[src/rtl/calendar_day_counter.sv]
// calendar_day_counter
//   Registered date generator: holds day of month, month and weekday and
//   advances them by one calendar day per qualified tick. Supports a
//   range-checked synchronous load and reports month/year rollover.
//
//   Optional feature macro: CALENDAR_LEAP_YEAR_EN
//     defined   -> 2-bit year-mod-4 phase register, Feb has 29 days at phase 0
//     undefined -> no phase register, Feb always 28 days, ymod_in ignored
//
// Ports
//   clk        rising-edge clock
//   rst_n      synchronous active-low reset
//   tick       advance one day this cycle
//   load       load date_in/mon_in/week_in/ymod_in (priority over tick)
//   date_in    day of month to load (1..31)
//   mon_in     month to load (1..12)
//   week_in    weekday to load (0..6)
//   ymod_in    year-mod-4 phase to load (leap build only)
//   date_out   current day of month
//   mon_out    current month
//   week_out   current weekday
//   month_wrap one-cycle pulse when an advance changes the month
//   year_wrap  one-cycle pulse on Dec 31 -> Jan 1
//   err        one-cycle pulse when a load is rejected
module calendar_day_counter #(
  parameter int unsigned START_WEEK     = 0,
  parameter int unsigned YEAR_MOD4_INIT = 1
) (
  input  logic       clk,
  input  logic       rst_n,
  input  logic       tick,
  input  logic       load,
  input  logic [4:0] date_in,
  input  logic [3:0] mon_in,
  input  logic [2:0] week_in,
  input  logic [1:0] ymod_in,
  output logic [4:0] date_out,
  output logic [3:0] mon_out,
  output logic [2:0] week_out,
  output logic       month_wrap,
  output logic       year_wrap,
  output logic       err
);

  // Day count of a month; illegal months return 0 so any date fails the check.
  function automatic logic [4:0] f_days(input logic [3:0] mon, input logic leap);
    logic [4:0] n;
    case (mon)
      4'd1, 4'd3, 4'd5, 4'd7, 4'd8, 4'd10, 4'd12: n = 5'd31;
      4'd4, 4'd6, 4'd9, 4'd11:                     n = 5'd30;
      4'd2:                                        n = leap ? 5'd29 : 5'd28;
      default:                                     n = 5'd0;
    endcase
    return n;
  endfunction

  logic [4:0] r_date, w_date;
  logic [3:0] r_mon,  w_mon;
  logic [2:0] r_week, w_week;
  logic       r_mwrap, w_mwrap;
  logic       r_ywrap, w_ywrap;
  logic       r_err,   w_err;
  logic       w_leap_cur;
  logic       w_leap_in;
  logic       w_load_ok;

`ifdef CALENDAR_LEAP_YEAR_EN
  logic [1:0] r_ymod, w_ymod;
  assign w_leap_cur = (r_ymod == 2'd0);
  assign w_leap_in  = (ymod_in == 2'd0);
`else
  logic [1:0] w_unused_ymod;
  assign w_unused_ymod = ymod_in ^ 2'(YEAR_MOD4_INIT);
  assign w_leap_cur    = 1'b0;
  assign w_leap_in     = 1'b0;
`endif

  assign w_load_ok = (mon_in >= 4'd1) && (mon_in <= 4'd12) &&
                     (week_in <= 3'd6) &&
                     (date_in >= 5'd1) && (date_in <= f_days(mon_in, w_leap_in));

  always_comb begin
    w_date  = r_date;
    w_mon   = r_mon;
    w_week  = r_week;
    w_mwrap = 1'b0;
    w_ywrap = 1'b0;
    w_err   = 1'b0;
`ifdef CALENDAR_LEAP_YEAR_EN
    w_ymod  = r_ymod;
`endif
    if (load) begin
      if (w_load_ok) begin
        w_date = date_in;
        w_mon  = mon_in;
        w_week = week_in;
`ifdef CALENDAR_LEAP_YEAR_EN
        w_ymod = ymod_in;
`endif
      end else begin
        w_err = 1'b1;
      end
    end else if (tick) begin
      w_week = (r_week == 3'd6) ? 3'd0 : r_week + 3'd1;
      if (r_date < f_days(r_mon, w_leap_cur)) begin
        w_date = r_date + 5'd1;
      end else begin
        w_date  = 5'd1;
        w_mwrap = 1'b1;
        if (r_mon == 4'd12) begin
          w_mon   = 4'd1;
          w_ywrap = 1'b1;
`ifdef CALENDAR_LEAP_YEAR_EN
          w_ymod  = r_ymod + 2'd1;
`endif
        end else begin
          w_mon = r_mon + 4'd1;
        end
      end
    end
  end

  always_ff @(posedge clk) begin
    if (!rst_n) begin
      r_date  <= 5'd1;
      r_mon   <= 4'd1;
      r_week  <= 3'(START_WEEK);
      r_mwrap <= 1'b0;
      r_ywrap <= 1'b0;
      r_err   <= 1'b0;
`ifdef CALENDAR_LEAP_YEAR_EN
      r_ymod  <= 2'(YEAR_MOD4_INIT);
`endif
    end else begin
      r_date  <= w_date;
      r_mon   <= w_mon;
      r_week  <= w_week;
      r_mwrap <= w_mwrap;
      r_ywrap <= w_ywrap;
      r_err   <= w_err;
`ifdef CALENDAR_LEAP_YEAR_EN
      r_ymod  <= w_ymod;
`endif
    end
  end

  assign date_out   = r_date;
  assign mon_out    = r_mon;
  assign week_out   = r_week;
  assign month_wrap = r_mwrap;
  assign year_wrap  = r_ywrap;
  assign err        = r_err;

endmodule

[config.mk]
export PLATFORM = sky130hd
export DESIGN_NAME = calendar_day_counter
export DESIGN_NICKNAME = d
export VERILOG_FILES = /design/src/rtl/calendar_day_counter.sv
export SDC_FILE = /design/constraint.sdc
export NUM_CORES = 1
export LEC_CHECK = 0
export ABC_AREA = 1
export BUFFER_PORTS_ARGS = -buffer_cell sky130_fd_sc_hd__buf_2
export CAP_MARGIN = 20
export CELL_PAD_IN_SITES_DETAIL_PLACEMENT = 0
export CELL_PAD_IN_SITES_GLOBAL_PLACEMENT = 1
export CORE_MARGIN = 10
export CORE_UTILIZATION = 35
export CTS_CLUSTER_DIAMETER = 60
export DETAILED_ROUTE_END_ITERATION = 8
export HOLD_SLACK_MARGIN = 0.02
export PLACE_DENSITY = 0.85
export SLEW_MARGIN = 25
export SYNTH_ARGS = -nofsm -noshare
export SYNTH_HDL_FRONTEND = slang
export SYNTH_SLANG_ARGS = --single-unit
[constraint.sdc]
create_clock -name clk -period 7.51 [get_ports clk]
set_input_delay 0 -clock clk [delete_from_list [all_inputs] [get_ports clk]]
set_output_delay 0 -clock clk [all_outputs]
set_load 0.01 [all_outputs]
==> impl_metrics.ini, run 1 <==
[logic_synthesis]
syn_nets = 240
ys_seq_elements = 15
synth-seq-area-share_pct = 22.9
syn_area_um2 = 1310
yosysWarnings = 0
synthCells = 208
synth.avg_cell_area_um2 = 6.31
yosys.cell_types.count = 28

[detailed_routing]
via_per_inst = 4.71
drc_errors = 0
drt_iter0_markers = 46
via_count = 1343
drt-total-wl_um = 3270
ant_nets = 0
wire_per_inst_um = 11.5
dr.pass1.iters = 4

[critical_path]
crit_chain = inv_1 -> ha_1 -> nand2_1 -> nand2_1 -> nand2_1 -> nand2_2 -> a311oi_1 -> ha_1 -> nand2_1 -> inv_1 -> nor2_1 -> o21a_1 -> nand2_2 -> nand2_4 -> nand2_1 -> nand2_1 -> nand3_1
cp.buffers_inverters = 2
cp.depth = 17
cp-startpoint = mon_out[0]$_SDFFE_PN1P_
path_max_fanout = 10
required_ns = 7.64
cp-start-kind = register
r2r_setup_slack_ns = 4.73
cp_common_cell = nand2_1
worstSetupPathType = reg -> reg
r2r_start = mon_out[0]$_SDFFE_PN1P_
crit_end = mon_out[0]$_SDFFE_PN1P_
reg2reg_to = mon_out[0]$_SDFFE_PN1P_
worstSetupEndpointType = register
slowest_delay_ns = 0.44
crit_family = simple AND/OR/NAND/NOR gates
reg2reg_depth = 17
worst_path_max_delay_cell = dfxtp_1
arrival_ns = 2.90

[timing]
period_share_pct = 37.0
clock.fmax_mhz = 360
skew_ns = 0.00265
grt_setup_unrepaired = no
min_period_ns = 2.78
finalMaxSlewViolations = 0
hold_viol_final = 0
tightestPinTransition_ns = 0.452
setup_viol = 0
finalSetupTns_ns = 0
maxSlewHeadroom_pct = 69.6

[floorplanning]
coreArea_um2 = 3630
fp.dieArea_um2 = 6600
ios = 33
start_util_pct = 36.1
die_h_um = 81.2
num_rows = 22
die_w_um = 81.2

[clock_tree]
clock_path_buffers = 2
worstSkewPairLatency_ns = 0.25
cts_tree = yes
cts_root_buf = clkbuf_8
htreeDepth = 1
path_clk_slew_ns = 0.06
cts_setup_buffers = 0
cts_buffers = 3
hold_buffers = 0
cts.sinks = 15
ctsResizeCount = 0

[min_path]
holdCritPathClass = in -> reg
min_from = rst_n

[global_route]
grt_use_total_pct = 10.8
grt_antenna_before_repair = 0
gr-total-overflow = 0
grt_pass1_wl_um = 5890
grt_pass1_vias = 1317
grt_max_degree = 18

[run]
max_cap_viol_count = 0

[finish]
area_growth_pct = 17.3
fin_cells = 285
nets = 270
antenna_cells = 0
drive_gt1_share_pct = 20.3

[power]
p_leak_uw = 0.000859
vdd_ir_drop_max_mv = 0.0468
p_per_area_nw_per_um2 = 184

[placement]
dp_hpwl_um = 2650
port_buffers = 30
gp_congestion = 0.794
place_inst = 281

[outcome]
outcome = complete, no violations
state kept, by name, indices dropped and copies added, names as in the netlist:
signal      cells
year_wrap       1
mon_out         4
date_out        5
err             1
week_out        3
month_wrap      1
layout make-up:
cell class | instances | area [um^2]
Clock inverter | 1 | 5.00
Timing Repair Buffer | 30 | 150
Clock buffer | 3 | 41.3
Tap cell | 48 | 60.1
Fill cell | 445 | 2090
Sequential cell | 15 | 300
Inverter | 23 | 86.3
Multi-Input combinational cell | 165 | 896
worst reg2reg max path, cell delays in order (launching register included):
cell,delay (ns)
dfxtp_1,0.44
inv_1,0.11
ha_1,0.24
nand2_1,0.07
nand2_1,0.06
nand2_1,0.09
nand2_2,0.06
a311oi_1,0.43
ha_1,0.33
nand2_1,0.07
inv_1,0.03
nor2_1,0.07
o21a_1,0.26
nand2_2,0.10
nand2_4,0.11
nand2_1,0.06
nand2_1,0.06
nand3_1,0.06
metrics by stage:
stage | util (%) | instance area [um^2] | total power [uW] | hold WS (ns) | setup slack [ns]
finish | 42.4 | 1540 | 283 | 0.0752 | 4.73
global placement | 41.1 | 1490 | 218 | 0.332 | 4.77
detailed placement | 41.1 | 1490 | 220 | 0.331 | 4.72
global route | 42.4 | 1540 | 314 | 0.106 | 4.31
CTS | 42.4 | 1540 | 287 | 0.0712 | 4.71
floorplan | - | 1310 | 188 | 0.126 | 5.01
per-layer routing:
layer | GRT usage, % | share of wire [%]
met2 | 17.2 | 46
met1 | 14.0 | 47
met5 | 0 | 0
met3 | 1.77 | 5.0
met4 | 5.19 | 2.0
how the worst min path moves through the flow:
stage | endpoint | depth (start not counted)
after floorplan | date_out[3]$_SDFFE_PN0P_ | 2
after global placement | mon_out[0]$_SDFFE_PN1P_ | 2
after detailed placement | mon_out[0]$_SDFFE_PN1P_ | 2
after CTS | mon_out[0]$_SDFFE_PN1P_ | 2
after global routing | mon_out[0]$_SDFFE_PN1P_ | 2
final | mon_out[0]$_SDFFE_PN1P_ | 2
logic make-up (layout without fill, tap and decap cells):
family                     after synthesis  in the layout  synth area share [%]
adders and majority gates               14             14                  13.3
buffers and inverters                   28             57                  8.86
and+or+nand+nor                        127            127                  43.9
AOI/OAI and AO/OA                       22             22                  9.63
DFF                                     15             15                  22.9
xor gates and xnor gates                 2              2                  1.33
placed cells by master, fill, tap and decap left out, drive strengths merged:
cell type and count:
nor3 2, a311oi 1, o21ai 7, nand2 63
a31oi 1, nor2 31, o31ai 1, a21oi 9
dfxtp 15, buf 30, clkbuf 3, xor2 2
clkinv 1, ha 14, inv 23, nand3 23
a211oi 1, nand3b 5, nand4 1, or2 2
a32oi 1, o21a 1
synth_stat cells, drive strengths merged:
cell,count,share of area [%]
xor2,2,1.3
clkbuf,1,0.29
a311oi,1,0.67
a21oi,9,3.4
ha,14,13
a32oi,1,0.67
nand3b,5,2.9
o31ai,1,0.57
inv,23,6.6
a31oi,1,0.48
a211oi,1,0.57
nand4,1,0.48
o21a,1,0.57
or2,2,0.95
buf,4,2.0
nor2,31,9.6
dfxtp,15,23
nand3,23,9.7
nor3,2,0.76
o21ai,7,2.7
nand2,63,20
where the power goes:
group / internal (uW) / switching [uW] / total (uW)
Sequential: 89.0 / 12.2 / 101
Combinational: 46.5 / 69.0 / 115
Clock: 36.8 / 29.6 / 66.3
(Power assumes the default switching activity.)
==> run 2: changes to the inputs <==
Clock period 7.51 ns to 2.8 ns, I/O delays scaled along.
==> impl_metrics.ini, run 2 (same netlist as run 1, synthesis figures left out) <==
[outcome]
outcome = complete, no violations

[finish]
drive_gt1_share_pct = 21.4
mostFrequentLayoutCells = nand2_1, buf_2, nor2_1, nand3_1, inv_1
mostFrequentLayoutCell = nand2_1
antenna_cells = 0
fillCellCount = 414
largest_reg_flops = 5
multi_input_area_um2 = 913
area_growth_pct = 19.3
nets = 271
final_util_pct = 43.1
design_area_um2 = 1570
seqCellArea_um2 = 302

[clock_tree]
cts_root_buf = clkbuf_8
htreeDepth = 1
cts_setup_buffers = 0
worstSkewPairLatency_ns = 0.25
cts_tree = yes
cts_buffers = 3
path_clk_slew_ns = 0.06
clock_path_buffers = 2
cts.sinks = 15

[timing]
setup_slack_ns = 0.300
maxSlewHeadroom_pct = 67.4
hold_ws_ns = 0.0766
clock.fmax_mhz = 400
hold_viol_final = 0
tightestPinTransition_ns = 0.485
setup_viol = 0
min_period_ns = 2.50
finalSetupTns_ns = 0
finalMaxSlewViolations = 0
grt_setup_unrepaired = no
skew_ns = 0.00438
period_share_pct = 89.3

[detailed_routing]
ant_nets = 0
drt_iter0_markers = 97
drc_errors = 0
drt-total-wl_um = 3380
dr.pass1.iters = 4
wire_per_inst_um = 11.8
via_count = 1350
via_per_inst = 4.72

[run]
max_cap_viol_count = 0

[floorplanning]
die_h_um = 81.2
coreArea_um2 = 3630
num_rows = 22
ios = 33
start_util_pct = 36.1
fp.dieArea_um2 = 6600
die_w_um = 81.2

[critical_path]
arrival_ns = 2.62
cp-start-kind = register
cp.buffers_inverters = 3
cp_common_cell = nand2_1
worstSetupEndpointType = register
crit_family = simple AND/OR/NAND/NOR gates
crit_chain = inv_1 -> ha_1 -> inv_1 -> nand2_1 -> nand3_1 -> o31ai_1 -> a311oi_4 -> ha_1 -> nand2_1 -> inv_1 -> nor2_1 -> o21a_1 -> nand2_2 -> nand2_4 -> nand2_1 -> nand2_1 -> nand3_1
worstSetupPathType = reg -> reg
required_ns = 2.92
slowest_delay_ns = 0.38
r2r_setup_slack_ns = 0.30
worst_path_max_delay_cell = dfxtp_2
path_max_fanout = 10

[placement]
postPlaceCellArea_um2 = 1500
dp_slack_ns = 0.145
port_buffers = 30
gp_congestion = 0.788
dp_hpwl_um = 2660

[min_path]
holdCritPathClass = in -> reg

[power]
p_leak_uw = 0.000866
p_comb_share_pct = 42.2
pwr-share-seq_pct = 35.0
p_per_area_nw_per_um2 = 496
p_sw_share_pct = 39.3
p_clk_share_pct = 22.8
intPower_uw = 471
vdd_ir_drop_max_mv = 0.133
power_switching_uw = 305

[global_route]
grt_antenna_before_repair = 0
grt_use_total_pct = 10.7
grt_max_degree = 18
grt_pass1_wl_um = 5800
gr-total-overflow = 0
grt_pass1_vias = 1280
run 2: cell types whose count changed in the layout (fill, tap and decap cells not counted), sizes merged:
cell,previous run,this run
buf,30,31
run 2: final timing paths:
| kind | from | end | cells past startpoint |
|---|---|---|---|
| setup / recovery | mon_out[0]$_SDFFE_PN1P_ | mon_out[0]$_SDFFE_PN1P_ | 17 |
| hold / removal | rst_n | mon_out[0]$_SDFFE_PN1P_ | 2 |
| setup reg to reg | mon_out[0]$_SDFFE_PN1P_ | mon_out[0]$_SDFFE_PN1P_ | 17 |
| hold reg to reg | week_out[2]$_SDFFE_PN0P_ | week_out[2]$_SDFFE_PN0P_ | 2 |
run 2: metal layers:
layer  vias up  wire, um  track usage (%)
li1        736         -                -
met1       582      1570             13.4
met2        28      1590             17.5
met3         4       166             2.10
met4         0        49             4.67
met5         -         0                0
run 2: per-stage QoR:
step / instances / total power, uW
finish: 286 / 777
global route: 286 / 859
CTS: 286 / 771
detailed placement: 282 / 594
global placement: 282 / 589
floorplan: 208 / 505
run 2: what timing repair did:
action | in CTS | in global routing
endpoints found under the setup margin | 0 | 11
resized for setup | 0 | 3
hold buffers | 0 | 0
endpoints found under the hold margin | 0 | 0
run 2: power groups by stage:
| stage | Combinational, uW | Sequential, uW | Clock, uW |
|---|---|---|---|
| global placement | 314 | 276 | 0 |
| CTS | 320 | 271 | 180 |
| floorplan | 227 | 278 | 0 |
| detailed placement | 318 | 276 | 0 |
| global route | 388 | 278 | 193 |
| finish | 328 | 272 | 177 |
run 2: layout make-up:
class	instances	area share [%]
clock buffers	3	2.64
clock inverters	1	0.320
inverters	23	5.52
multi-input cells	165	58.4
flip-flops and latches	15	19.3
well taps	48	3.84
repair buffers	31	10.1
